--- src/rtl/parity_acc_arbiter_if.sv ---
// Bundle between the two serial requesters and the shared parity accumulator.
// master = requester side, slave = arbiter side.
interface parity_acc_arbiter_if;
  logic req0;
  logic req1;
  logic x0;
  logic y0;
  logic v0;
  logic x1;
  logic y1;
  logic v1;
  logic gnt0;
  logic gnt1;
  logic parity;
  logic parity_valid;
  logic owner;
  logic abort;

  modport master (
    output req0, req1, x0, y0, v0, x1, y1, v1,
    input  gnt0, gnt1, parity, parity_valid, owner, abort
  );

  modport slave (
    input  req0, req1, x0, y0, v0, x1, y1, v1,
    output gnt0, gnt1, parity, parity_valid, owner, abort
  );
endinterface

--- src/rtl/parity_acc_arbiter.sv ---
// Round-robin share of one XOR-parity accumulator; result strobes one cycle after the final beat edge.
// Latency: req -> gnt one edge; stalls (v=0) hold acc and cnt; owner req drop aborts the frame.
// Optional PARITY_ACC_TIMEOUT_EN: TIMEOUT consecutive stall edges abort the frame like a req drop.
module parity_acc_arbiter #(
  parameter int FRAME_LEN = 8,
  parameter int CNT_W     = 4,
  parameter int TIMEOUT   = 16
) (
  input logic                 clk,
  input logic                 reset,
  parity_acc_arbiter_if.slave bus
);

  typedef enum logic [1:0] {
    S_IDLE  = 2'd0,
    S_ACCUM = 2'd1,
    S_DONE  = 2'd2
  } state_t;

  localparam int IDLE_W = (TIMEOUT < 2) ? 1 : $clog2(TIMEOUT + 1);

  state_t             state, state_n;
  logic               acc, acc_n;
  logic [CNT_W-1:0]   cnt, cnt_n;
  logic               last_owner, last_owner_n;
  logic               owner_q, owner_n;
  logic               gnt0_q, gnt0_n;
  logic               gnt1_q, gnt1_n;
  logic               parity_q, parity_n;
  logic               pv_q, pv_n;
  logic               abort_q, abort_n;

  logic any_req;
  logic winner;
  logic req_own;
  logic x_own;
  logic y_own;
  logic v_own;
  logic last_beat;
  logic timeout_hit;

  assign any_req   = bus.req0 | bus.req1;
  // On contention the requester that did not own the last frame wins.
  assign winner    = (bus.req0 & bus.req1) ? ~last_owner : bus.req1;
  assign req_own   = owner_q ? bus.req1 : bus.req0;
  assign x_own     = owner_q ? bus.x1   : bus.x0;
  assign y_own     = owner_q ? bus.y1   : bus.y0;
  assign v_own     = owner_q ? bus.v1   : bus.v0;
  assign last_beat = (cnt == CNT_W'(FRAME_LEN - 1));

`ifdef PARITY_ACC_TIMEOUT_EN
  logic [IDLE_W-1:0] idle_cnt, idle_cnt_n;

  assign timeout_hit = (state == S_ACCUM) && !v_own &&
                       (idle_cnt == IDLE_W'(TIMEOUT - 1));

  always_comb begin
    idle_cnt_n = '0;
    if (state == S_ACCUM && !v_own) begin
      idle_cnt_n = idle_cnt + 1'b1;
    end
  end

  always_ff @(posedge clk) begin
    if (!reset) begin
      idle_cnt <= '0;
    end else begin
      idle_cnt <= idle_cnt_n;
    end
  end
`else
  // Constant 0: a stalled owner keeps the grant indefinitely.
  assign timeout_hit = (IDLE_W == 0);
`endif

  // State and registered outputs.
  always_ff @(posedge clk) begin
    if (!reset) begin
      state      <= S_IDLE;
      acc        <= 1'b0;
      cnt        <= '0;
      last_owner <= 1'b1;
      owner_q    <= 1'b0;
      gnt0_q     <= 1'b0;
      gnt1_q     <= 1'b0;
      parity_q   <= 1'b0;
      pv_q       <= 1'b0;
      abort_q    <= 1'b0;
    end else begin
      state      <= state_n;
      acc        <= acc_n;
      cnt        <= cnt_n;
      last_owner <= last_owner_n;
      owner_q    <= owner_n;
      gnt0_q     <= gnt0_n;
      gnt1_q     <= gnt1_n;
      parity_q   <= parity_n;
      pv_q       <= pv_n;
      abort_q    <= abort_n;
    end
  end

  always_comb begin
    state_n = state;
    case (state)
      S_IDLE: begin
        if (any_req) begin
          state_n = S_ACCUM;
        end
      end
      S_ACCUM: begin
        if (!req_own || timeout_hit) begin
          state_n = S_IDLE;
        end else if (v_own && last_beat) begin
          state_n = S_DONE;
        end
      end
      S_DONE:  state_n = S_IDLE;
      default: state_n = S_IDLE;
    endcase
  end

  // Next values for the datapath and registered outputs.
  always_comb begin
    acc_n        = acc;
    cnt_n        = cnt;
    last_owner_n = last_owner;
    owner_n      = owner_q;
    gnt0_n       = gnt0_q;
    gnt1_n       = gnt1_q;
    parity_n     = parity_q;
    pv_n         = 1'b0;
    abort_n      = 1'b0;
    case (state)
      S_IDLE: begin
        if (any_req) begin
          gnt0_n  = ~winner;
          gnt1_n  = winner;
          owner_n = winner;
          acc_n   = 1'b0;
          cnt_n   = '0;
        end
      end
      S_ACCUM: begin
        // A req drop wins over a final beat on the same edge.
        if (!req_own || timeout_hit) begin
          gnt0_n       = 1'b0;
          gnt1_n       = 1'b0;
          abort_n      = 1'b1;
          last_owner_n = owner_q;
        end else if (v_own) begin
          acc_n = acc ^ x_own ^ y_own;
          cnt_n = cnt + 1'b1;
          if (last_beat) begin
            gnt0_n   = 1'b0;
            gnt1_n   = 1'b0;
            pv_n     = 1'b1;
            parity_n = acc ^ x_own ^ y_own;
          end
        end
      end
      S_DONE: begin
        last_owner_n = owner_q;
      end
      default: begin
        gnt0_n = 1'b0;
        gnt1_n = 1'b0;
      end
    endcase
  end

  assign bus.gnt0         = gnt0_q;
  assign bus.gnt1         = gnt1_q;
  assign bus.parity       = parity_q;
  assign bus.parity_valid = pv_q;
  assign bus.owner        = owner_q;
  assign bus.abort        = abort_q;

endmodule

--- src/flat_wrapper.sv ---
// flat-port wrapper written by rule: the top's interface ports become plain ports
module parity_acc_arbiter_flat 
#(
  parameter int FRAME_LEN = 8,
  parameter int CNT_W     = 4,
  parameter int TIMEOUT   = 16
)
  (clk, reset, bus_req0, bus_req1, bus_x0, bus_y0, bus_v0, bus_x1, bus_y1, bus_v1, bus_gnt0, bus_gnt1, bus_parity, bus_parity_valid, bus_owner, bus_abort);
  parity_acc_arbiter_if bus_i ();
  input logic clk;
  input logic reset;
  input wire logic [$bits(bus_i.req0)-1:0] bus_req0;
  input wire logic [$bits(bus_i.req1)-1:0] bus_req1;
  input wire logic [$bits(bus_i.x0)-1:0] bus_x0;
  input wire logic [$bits(bus_i.y0)-1:0] bus_y0;
  input wire logic [$bits(bus_i.v0)-1:0] bus_v0;
  input wire logic [$bits(bus_i.x1)-1:0] bus_x1;
  input wire logic [$bits(bus_i.y1)-1:0] bus_y1;
  input wire logic [$bits(bus_i.v1)-1:0] bus_v1;
  output wire logic [$bits(bus_i.gnt0)-1:0] bus_gnt0;
  output wire logic [$bits(bus_i.gnt1)-1:0] bus_gnt1;
  output wire logic [$bits(bus_i.parity)-1:0] bus_parity;
  output wire logic [$bits(bus_i.parity_valid)-1:0] bus_parity_valid;
  output wire logic [$bits(bus_i.owner)-1:0] bus_owner;
  output wire logic [$bits(bus_i.abort)-1:0] bus_abort;
  assign bus_i.req0 = bus_req0;
  assign bus_i.req1 = bus_req1;
  assign bus_i.x0 = bus_x0;
  assign bus_i.y0 = bus_y0;
  assign bus_i.v0 = bus_v0;
  assign bus_i.x1 = bus_x1;
  assign bus_i.y1 = bus_y1;
  assign bus_i.v1 = bus_v1;
  assign bus_gnt0 = bus_i.gnt0;
  assign bus_gnt1 = bus_i.gnt1;
  assign bus_parity = bus_i.parity;
  assign bus_parity_valid = bus_i.parity_valid;
  assign bus_owner = bus_i.owner;
  assign bus_abort = bus_i.abort;
  parity_acc_arbiter #(.FRAME_LEN(FRAME_LEN), .CNT_W(CNT_W), .TIMEOUT(TIMEOUT)) u_core (.clk(clk), .reset(reset), .bus(bus_i));
endmodule
--- config.mk ---
export PLATFORM = sky130hd
export DESIGN_NAME = parity_acc_arbiter_flat
export DESIGN_NICKNAME = d
export VERILOG_FILES = /design/src/rtl/parity_acc_arbiter_if.sv /design/src/rtl/parity_acc_arbiter.sv /design/src/flat_wrapper.sv
export SDC_FILE = /design/constraint.sdc
export NUM_CORES = 1
export LEC_CHECK = 0
export BUFFER_PORTS_ARGS = -buffer_cell sky130_fd_sc_hd__buf_2
export CORE_MARGIN = 10
export CORE_UTILIZATION = 54
export DETAILED_ROUTE_END_ITERATION = 8
export PLACE_DENSITY = 0.91
export SETUP_SLACK_MARGIN = 0.5
export SLEW_MARGIN = 5
export SYNTH_ARGS = -nofsm -noshare
export SYNTH_HDL_FRONTEND = slang
export SYNTH_SLANG_ARGS = --single-unit
--- constraint.sdc ---
create_clock -name clk -period 3.2 [get_ports clk]
set_input_delay 0.48 -clock clk [delete_from_list [all_inputs] [get_ports clk]]
set_output_delay 0.48 -clock clk [all_outputs]
set_load 0.02 [all_outputs]
# Word level (Yosys, flattened, before mapping)
# Cells that the tools add are included.
# Widths: inputs -> output; s select.
dict set report word_totals {
  regBits 14
  wordCells 68
}
dict set report classes {
  add_sub_neg 1
  n_eq_ne 10
  mux 28
  n_bitwise 7
  n_reduce_logical 12
}
# operator n
set ops {}
lappend ops {{$mux 1} 16}
lappend ops {{$reduce_and 4->1} 4}
lappend ops {{$mux 4} 3}
lappend ops {{$ne 3x3->1 const B} 3}
lappend ops {{$pmux 4 s2} 1}
lappend ops {{$reduce_and 2->1} 4}
lappend ops {{$mux 2} 3}
lappend ops {{$ne 2x1->1 const B} 3}
lappend ops {{$pmux 1 s3} 2}
lappend ops {{$add 4x1->4 const B} 1}
lappend ops {{$eq 4x3->1 const B} 1}
lappend ops {{$pmux 1 s2} 2}
lappend ops {{$pmux 2 s2} 1}
lappend ops {{$reduce_bool 2->1} 2}
lappend ops {{$not 1->1} 3}
lappend ops {{$eq 2x1->1 const B} 1}
lappend ops {{$eq 2x2->1 const B} 1}
lappend ops {{$logic_not 2->1} 1}
lappend ops {{$ne 2x2->1 const B} 1}
lappend ops {{$xor 1x1->1} 2}
lappend ops {{$and 1x1->1} 1}
lappend ops {{$logic_and 1x1->1} 1}
lappend ops {{$or 1x1->1} 1}

# Longest topological paths before layout
# Gate-level depths: netlist of run 1.
dict set report depth {
  word_depth 6
  depth_mapped 5
}

# Worst setup path after synthesis of run 1
# Ideal clock, no wire load.
dict set report synth_path {
  path_kind {register to register}
  startpoint {reg u_core.owner_q, in the netlist u_core.bus.owner}
  endpoint {reg u_core.gnt0_q, in the netlist u_core.bus.gnt0}
  setup_ns 0.074
  t_arrival_ns 1.374
  t_required_ns 3.126
  setup_slack_ns 1.752
  path_stages_with_launch 6
  path_buffers 1
  synth_period_minus_slack_ns 1.448
  cell_sequence {dfxtp_1 buf_6 mux2i_1 nor2_1 o22a_1 o21ai_0}
}
dict set report synth_between {
  elab_chain_cells 3
  word_cells_on_any_way 7
  classes_between {2 x eq/ne; 4 x mux; 1 x reduce/logical}
}
# element line
set synth_lines {}
lappend synth_lines {{start: declaration} parity_acc_arbiter.sv:26} ;# logic owner_q, owner_n;
lappend synth_lines {{start signal: assignment} parity_acc_arbiter.sv:94} ;# owner_q <= owner_n;
lappend synth_lines {{$mux 1, on equally long branches} {parity_acc_arbiter.sv:48, parity_acc_arbiter.sv:45}}
lappend synth_lines {{$ne 3x3->1 (no line) / $mux 1 (equally long branches)} n/a}
lappend synth_lines {{$reduce_and 4->1 (no line) / $pmux 1 s3 (equally long branches)} n/a}
lappend synth_lines {{end signal: assignment} parity_acc_arbiter.sv:95} ;# gnt0_q <= gnt0_n;
lappend synth_lines {{end: declaration} parity_acc_arbiter.sv:27} ;# logic gnt0_q, gnt0_n;
# Parallel ways exist; a longest one is shown, timed or not.
# A chain may end at the register's enable or synchronous reset.

# Final worst setup path of run 1
dict set report layout_path {
  startpoint {reg u_core.owner_q, in the netlist u_core.bus.owner}
  endpoint {reg u_core.parity_q, in the netlist u_core.bus.parity}
}
dict set report layout_between {
  elab_chain_cells 3
  word_cells_on_any_way 7
  classes_between {4 x mux; 2 x bitwise; 1 x reduce/logical}
}
# element line
set layout_lines {}
lappend layout_lines {{$mux 1} parity_acc_arbiter.sv:46} ;# assign x_own = owner_q ? bus.x1 : bus.x0;
lappend layout_lines {{$xor 1x1->1 (2 in a row)} parity_acc_arbiter.sv:158} ;# parity_n = acc ^ x_own ^ y_own;
lappend layout_lines {{end signal: assignment} parity_acc_arbiter.sv:97} ;# parity_q <= parity_n;
lappend layout_lines {{end: declaration} parity_acc_arbiter.sv:29} ;# logic parity_q, parity_n;
# Parallel ways exist; a longest one is shown, timed or not.

==> summary.txt, run 1 <==
Run status
  – Status: finished, final reports clean

Global route
  – Pin count of the biggest net entering global routing: 14
  – Antenna violations before repair: 0
  – First-pass GRT wire length: 2290 microns
  – Total track usage: 8.71%
  – GRT overflow: 0
  – Vias in the first global route: 565

STA
  – Setup Skew: between 2 and 3 ps
  – Slew @ Worst Pin: approximately 540 ps
  – Slew HR: 63.9%
  – Hold slack: 459 ps
  – Max Clock Freq: 645 MHz
  – Final WS setup: 1650 ps
  – Setup violations, final: 0
  – Fin crit share: 48.4%
  – Minimum clock period after layout: 1550 ps
  – Endpoints failing hold: 0
  – Post-Route Setup TNS: 0 ps
  – Final Slew Violations: 0
  – RSZ-0062 raised after global routing: no

Setup path
  – R2R setup slack: 1650 ps
  – R2R cell count: 4
  – CP Data Arrival Time: 1770 ps
  – R2r endpoint: u_core.bus.parity
  – Startpoint Class: register
  – Worst Setup SP: u_core.bus.owner
  – Crit path kind: register to register
  – Required time worst endpoint: 3420 ps
  – CP Capture Type: register
  – Reg2reg start: u_core.bus.owner
  – Crit Path Max Fanout: 8

Die
  – Starting Density: 56.2%
  – DIE WIDTH: 56.3 microns
  – Die Y: 56.3 microns
  – Core area: 1270 sq um
  – Die area: 3170 sq um
  – # IOs: 16
  – # rows: 13

Synth
  – Cell taking the most area after synthesis: dfxtp_1
  – Synth Cell Area: around 710 sq um
  – EDFF count, synth: 0
  – Fraction of registers with async set/reset: 0%
  – Synth warn: 0
  – Most common cell in the netlist: dfxtp_1
  – Top post-synthesis cells by area: dfxtp_1 39%, nor2_1 5.8%, o21ai_0 5.6%
  – Main flop type after synthesis: dfxtp_1
  – Synth cell count leaders: 14 x dfxtp_1, 11 x nor2_1, 8 x o21ai_0, 4 x inv_1
  – Cells after Synth: a little under 80
  – Synth top area share: between 30 and 40%
  – Library cells used by synthesis: 34
  – FF+latch count, synth: 14
  – Register area share after synthesis: 39.3%
  – Syn_nets: 90
  – Syn_area_per_cell: 9.03 sq um

Hold path
  – Hold Crit Depth: 2
  – Min-delay src: u_core.bus.gnt1
  – Min-Delay Path Class: register to register
  – Hold Path Sink: u_core.bus.gnt1

Finish
  – Layout area overhead: 15.4%
  – Antenna diodes: 0
  – Layout cells sized above 1: 26.3%
  – Core Util, Final: 64.9%
  – Nets: 107

Clocking
  – # hold bufs at CTS: 0
  – Post-CTS Setup Bufs: 0
  – Root buf cell: clkbuf_4
  – Clk sinks: 14
  – Post-CTS Resized: 0
  – Max Root-Sink Buffers: 2
  – TritonCTS Buffers: 3
  – CTS clk-pin slew, worst paths: around 90 ps
  – H-tree depth: 1
  – Clock Latency Late Sink: between 200 and 300 ps
  – CTS tree: built

Drt
  – Post-route ant nets: 0
  – 1st-pass router iterations: 4
  – Vias post-DR: 598
  – Routed WL per cell: 12.5 microns
  – # DRC: 0
  – Final WL: 1380 microns
  – Vias/cell: 5.44
  – Drt first-iter violations: 2

Pwr
  – Sw frac: 26.4%
  – PD cells: 453 nW/um^2
  – Combinational fraction of design power: 15.2%
  – Internal: ~270 uW
  – Power Total: 373 uW
  – Clock power frac: 34.6%
  – Net Switching: 98.5 uW
  – Sequential power share: 50.1%
  – Peak VDD IR: ~0.28 mV
  – P_leak: 0.000361 uW

Placed design
  – Final GP Congestion: 0.830
  – Port bufs: 15
  – Pre-CTS WS: 1560 ps

Job
  – Max-Cap Viols: 0
## worst max path at each step
stage                              to  slack (ps)
finish              u_core.bus.parity        1650
global route        u_core.bus.parity        1370
CTS                 u_core.bus.parity        1620
detailed placement      u_core.cnt[3]        1560
global placement    u_core.bus.parity        1610
floorplan             u_core.bus.gnt0        1750
## metal layers
layer,wire [microns],global-route usage [%],up-vias
li1,-,-,312
met1,675,9.82,269
met2,606,13.8,15
met3,78,2.92,2
met4,19,5.15,0
met5,0,0,-
## cells in the final DEF (no fill, tap or decap)
cell | Yosys | final
mux2_1 | 1 | 1
mux2i_1 | 3 | 3
and2_2 | 2 | 2
nor2_1 | 11 | 11
nand2b_1 | 1 | 1
o21ai_0 | 8 | 8
nand4_1 | 2 | 2
ha_1 | 1 | 1
and4b_1 | 1 | 1
a21oi_1 | 2 | 2
nand3b_1 | 2 | 2
and2_1 | 1 | 1
xnor2_1 | 1 | 1
a31o_2 | 1 | 1
o22a_1 | 1 | 1
clkbuf_4 | 0 | 3
a211oi_1 | 1 | 1
o21bai_1 | 1 | 1
nand2_1 | 3 | 3
nand3_1 | 2 | 2
inv_1 | 4 | 4
or2_4 | 1 | 1
o22ai_1 | 1 | 1
nor4b_4 | 1 | 1
a221o_1 | 1 | 1
a31oi_1 | 1 | 1
buf_2 | 1 | 15
a22o_1 | 2 | 2
dfxtp_1 | 14 | 14
nor4_1 | 1 | 1
clkbuf_8 | 0 | 1
o2111ai_1 | 1 | 1
mux2_2 | 1 | 1
xor2_1 | 3 | 3
## through the flow
step,cells,instance area (sq um)
2_1_floorplan,79,713
3_3_place_gp,106,787
3_5_place_dp,106,787
4_1_cts,110,823
5_1_grt,110,823
6_report,110,823
## area by class of cell
| cell class | instances | area [sq um] |
|---|---|---|
| fill | 97 | 445 |
| inverter | 4 | 15.0 |
| tap | 15 | 18.8 |
| timing repair buffer | 15 | 75.1 |
| clock buffer | 4 | 36.3 |
| sequential | 14 | 280 |
| multi-input combinational | 58 | 398 |
## critical path, stage by stage (launching register included)
cell	delay [ps]
dfxtp_1	480
mux2i_1	210
nor4_1	550
o21ai_0	140
a21oi_1	120
## cell families after synthesis
kind of cell	Yosys count	synth area share, %
buffers and inverters	7	4.91
AOI/OAI and AO/OA	20	18.4
muxes	5	7.37
adders and majority gates	1	1.75
and+or+nand+nor	28	23.3
DFF	14	39.3
xor gates and xnor gates	4	4.91
## power by group through the flow
stage	logic (uW)	registers [uW]	clock network, uW
floorplan	39.0	193	0
global placement	55.5	191	0
detailed placement	56.8	191	0
CTS	57.2	187	131
global route	63.3	188	137
finish	56.9	187	129
## sequential cells by signal, summed over array words and instances (netlist names)
| name | flops |
|---|---|
| u_core.cnt | 4 |
| u_core.state | 2 |
| u_core.acc | 1 |
| u_core.bus.abort | 1 |
| u_core.bus.gnt0 | 1 |
| u_core.bus.gnt1 | 1 |
| u_core.bus.owner | 1 |
| u_core.bus.parity | 1 |
| u_core.bus.parity_valid | 1 |
| u_core.last_owner | 1 |
Power figures use the tool's default switching activity.
==> run 2: changes to the inputs <==
--- a/config.mk
+++ b/config.mk
@@ -5,11 +5,12 @@
 export SDC_FILE = /design/constraint.sdc
 export NUM_CORES = 1
 export LEC_CHECK = 0
+export ABC_AREA = 1
 export BUFFER_PORTS_ARGS = -buffer_cell sky130_fd_sc_hd__buf_2
 export CORE_MARGIN = 10
-export CORE_UTILIZATION = 54
+export CORE_UTILIZATION = 47
 export DETAILED_ROUTE_END_ITERATION = 8
-export PLACE_DENSITY = 0.91
+export PLACE_DENSITY = 0.83
 export SETUP_SLACK_MARGIN = 0.5
 export SLEW_MARGIN = 5
 export SYNTH_ARGS = -nofsm -noshare
==> constraint.sdc (replaced) <==
create_clock -name clk -period 1.35 [get_ports clk]
set_input_delay 0.2025 -clock clk [delete_from_list [all_inputs] [get_ports clk]]
set_output_delay 0.2025 -clock clk [all_outputs]
set_load 0.02 [all_outputs]
==> summary.txt, run 2 <==
Die
  – Die Y: 61.9 microns (+9.9%)
  – Starting Density: 48.9% (-7.3 points)
  – # rows: 15 (+2)
  – DIE WIDTH: 61.9 microns (+9.9%)
  – # IOs: 16 (unchanged)
  – Core area: 1690 sq um (+33%)
  – Die area: 3830 sq um (+21%)

Global route
  – Vias in the first global route: 917 (+62%)
  – Pin count of the biggest net entering global routing: 12 (-2)
  – First-pass GRT wire length: 3600 microns (+57%)
  – Antenna violations before repair: 0 (unchanged)
  – Total track usage: 12.6% (+3.9 points)
  – GR peak layer: met2
  – Met2 Usage GRT: 23.4% (+9.6 points)
  – GR met3 Demand/Resource: 3.86% (+0.94 points)
  – Met1 Usage GRT: 11.7% (+1.9 points)
  – GRT overflow: 0 (unchanged)

Placed design
  – Placed cell area: 927 sq um (+18%)
  – Port bufs: 15 (unchanged)
  – Final GP Congestion: 0.873 (+5.1%)
  – DP HPWL: 1450 microns

Synth
  – Syn_area_per_cell: 7.00 sq um (-22%)
  – Main flop type after synthesis: dfxtp_1
  – Cells after Synth: 118 (+49%)
  – Synth Cell Area: 826 sq um (+16%)
  – Register area share after synthesis: 33.9% (-5.4 points)
  – Fraction of registers with async set/reset: 0% (unchanged)
  – Synth warn: 0 (unchanged)
  – FF+latch count, synth: 14 (unchanged)
  – Cell taking the most area after synthesis: dfxtp_1
  – Most common cell in the netlist: nand2_1
  – EDFF count, synth: 0 (unchanged)
  – Synth cell count leaders: 34 x nand2_1, 14 x dfxtp_1, 14 x inv_1, 14 x nor2_1, 7 x nand3_1
  – Library cells used by synthesis: 22 (-35%)
  – Top post-synthesis cells by area: dfxtp_1 34%, nand2_1 15%, inv_1 6.4%
  – Syn_nets: 129 (+43%)
  – Synth top area share: 33.9% (-5.4 points)

STA
  – Max Clock Freq: 823 MHz (+27%)
  – Minimum clock period after layout: 1220 ps (-334 ps)
  – Slew HR: 70.0% (+6.1 points)
  – Endpoints failing hold: 0 (unchanged)
  – Hold slack: 169 ps (-291 ps)
  – RSZ-0062 raised after global routing: yes
  – Fin crit share: 90.0% (+42 points)
  – Setup Skew: 6.89 ps (+3.99 ps)
  – Setup violations, final: 0 (unchanged)
  – Slew @ Worst Pin: 449 ps (-87.6 ps)
  – Post-Route Setup TNS: 0 ps (unchanged)
  – Final Slew Violations: 0 (unchanged)

Setup path
  – Crit path kind: register to register
  – Startpoint Class: register
  – CP Data Arrival Time: 1380 ps (-390 ps)
  – Crit path cell chain: ha_4 > nand2_2 > nor2_2 > nand2_1 > nand2_2 > nand2_2 > a21oi_2 > nor2_1
  – CP max stage delay: 360 ps (-190 ps)
  – Most used cell, CP: nand2_2
  – CP Capture Type: register
  – Crit Path Max Fanout: 2 (-6)
  – Required time worst endpoint: 1510 ps (-1910 ps)
  – Worst path slowest cell: dfxtp_2

Finish
  – Layout area overhead: 42.4%
  – Biggest regs: u_core.cnt (4), u_core.state (2)
  – Nets: 156 (+46%)
  – Antenna diodes: 0 (unchanged)
  – Layout cells sized above 1: 56.9% (+31 points)
  – Fin area: 1180 sq um (+43%)
  – Leading cell types in the layout, fill and taps excluded: 19 x nand2_1, 14 x nand2_2, 12 x inv_1, 12 x nor2_1, 9 x buf_2
  – Number of flip-flops in the largest register: 4 (unchanged)
  – Core Util, Final: 69.6% (+4.7 points)
  – Largest reg by FF count: u_core.cnt
  – Commonest non-fill, non-tap cell in the layout: nand2_1

Hold path
  – Min-Delay Path Class: input port to register

Drt
  – Drt first-iter violations: 17 (+15)
  – Routed WL per cell: 14.4 microns (+14%)
  – # DRC: 0 (unchanged)
  – Final WL: 2310 microns (+68%)
  – Post-route ant nets: 0 (unchanged)
  – Vias/cell: 5.34 (-1.7%)
  – Vias post-DR: 860 (+44%)
  – 1st-pass router iterations: 4 (unchanged)

Clocking
  – CTS clk-pin slew, worst paths: 100 ps (about the same)
  – Max Root-Sink Buffers: 2 (unchanged)
  – Clk sinks: 14 (unchanged)
  – Root buf cell: clkbuf_4
  – Clock Latency Late Sink: 290 ps (about the same)
  – # hold bufs at CTS: 0 (unchanged)
  – H-tree depth: 1 (unchanged)
  – CTS tree: built
  – TritonCTS Buffers: 3 (unchanged)

Pwr
  – PD cells: 892 nW/um^2 (+97%)
  – P_leak: 0.000541 uW (+50%)
  – Net Switching: 341 uW (+250%)
  – Sequential power share: 43.2% (-6.9 points)
  – Peak VDD IR: 0.683 mV (+150%)
  – Sw frac: 32.5% (+6.1 points)
  – Combinational fraction of design power: 27.0% (+12 points)
  – Internal: 708 uW (+160%)
  – Clock power frac: 29.9% (-4.7 points)

Job
  – Max-Cap Viols: 0 (unchanged)

Run status
  – Status: finished, final reports clean
[run 2: worst paths after layout]
| check | to | start | cells after the start | slack, ps |
|---|---|---|---|---|
| worst min-delay path | u_core.bus.parity | reset | 3 | 170 |
| worst max-delay path | u_core.bus.gnt0 | u_core.cnt[1] | 8 | 130 |
| worst min register to register | u_core.last_owner | u_core.last_owner | 2 | 470 |
| worst max register to register | u_core.bus.gnt0 | u_core.cnt[1] | 8 | 130 |
[run 2: worst max-delay path, delay by kind of cell (launching register included)]
kind            cells  cell delay [ps]
fa+ha+maj           1              140
compound gates      1              130
simple gates        6              450
flops               1              360
[run 2: routing by layer]
metal	vias up	share of wire, %
met2	26	51
met4	0	3.7
met5	-	0
li1	421	-
met1	405	39
met3	8	6.2
[run 2: area by class of cell]
class / count / area, sq um
Multi-Input combinational cell: 85 / 563
Inverter: 17 / 71.3
Fill cell: 126 / 513
Timing Repair Buffer: 24 / 188
Sequential cell: 14 / 297
Clock buffer: 4 / 36.3
Tap cell: 17 / 21.3
[run 2: logic make-up after synthesis]
family,count (synthesis),synth area share [%]
compound gates,14,11.7
fa+ha+maj,1,1.51
buf+inv,19,10.2
flops,14,33.9
simple gates,70,42.7
[run 2: power by group through the flow]
stage / combinational [uW] / sequential (uW) / clock, uW
2_1_floorplan: 148 / 461 / 0
3_3_place_gp: 194 / 457 / 0
3_5_place_dp: 203 / 458 / 0
4_1_cts: 254 / 450 / 306
5_1_grt: 301 / 454 / 333
6_report: 283 / 453 / 313
[run 2: timing repair]
action                                 CTS  global route
setup endpoints to repair               20            20
pin swaps                               13            10
gates resized for setup                 38            13
endpoints found under the hold margin    0             0
setup buffers                            7             2
[run 2: stage by stage]
stage / setup WS [ps] / total power [uW] / std cells
after global placement: 163 / 652 / 148
final: 135 / 1050 / 161
after floorplan: 200 / 609 / 118
after global routing: 76.1 / 1090 / 161
after detailed placement: 113 / 661 / 148
after CTS: 168 / 1010 / 159
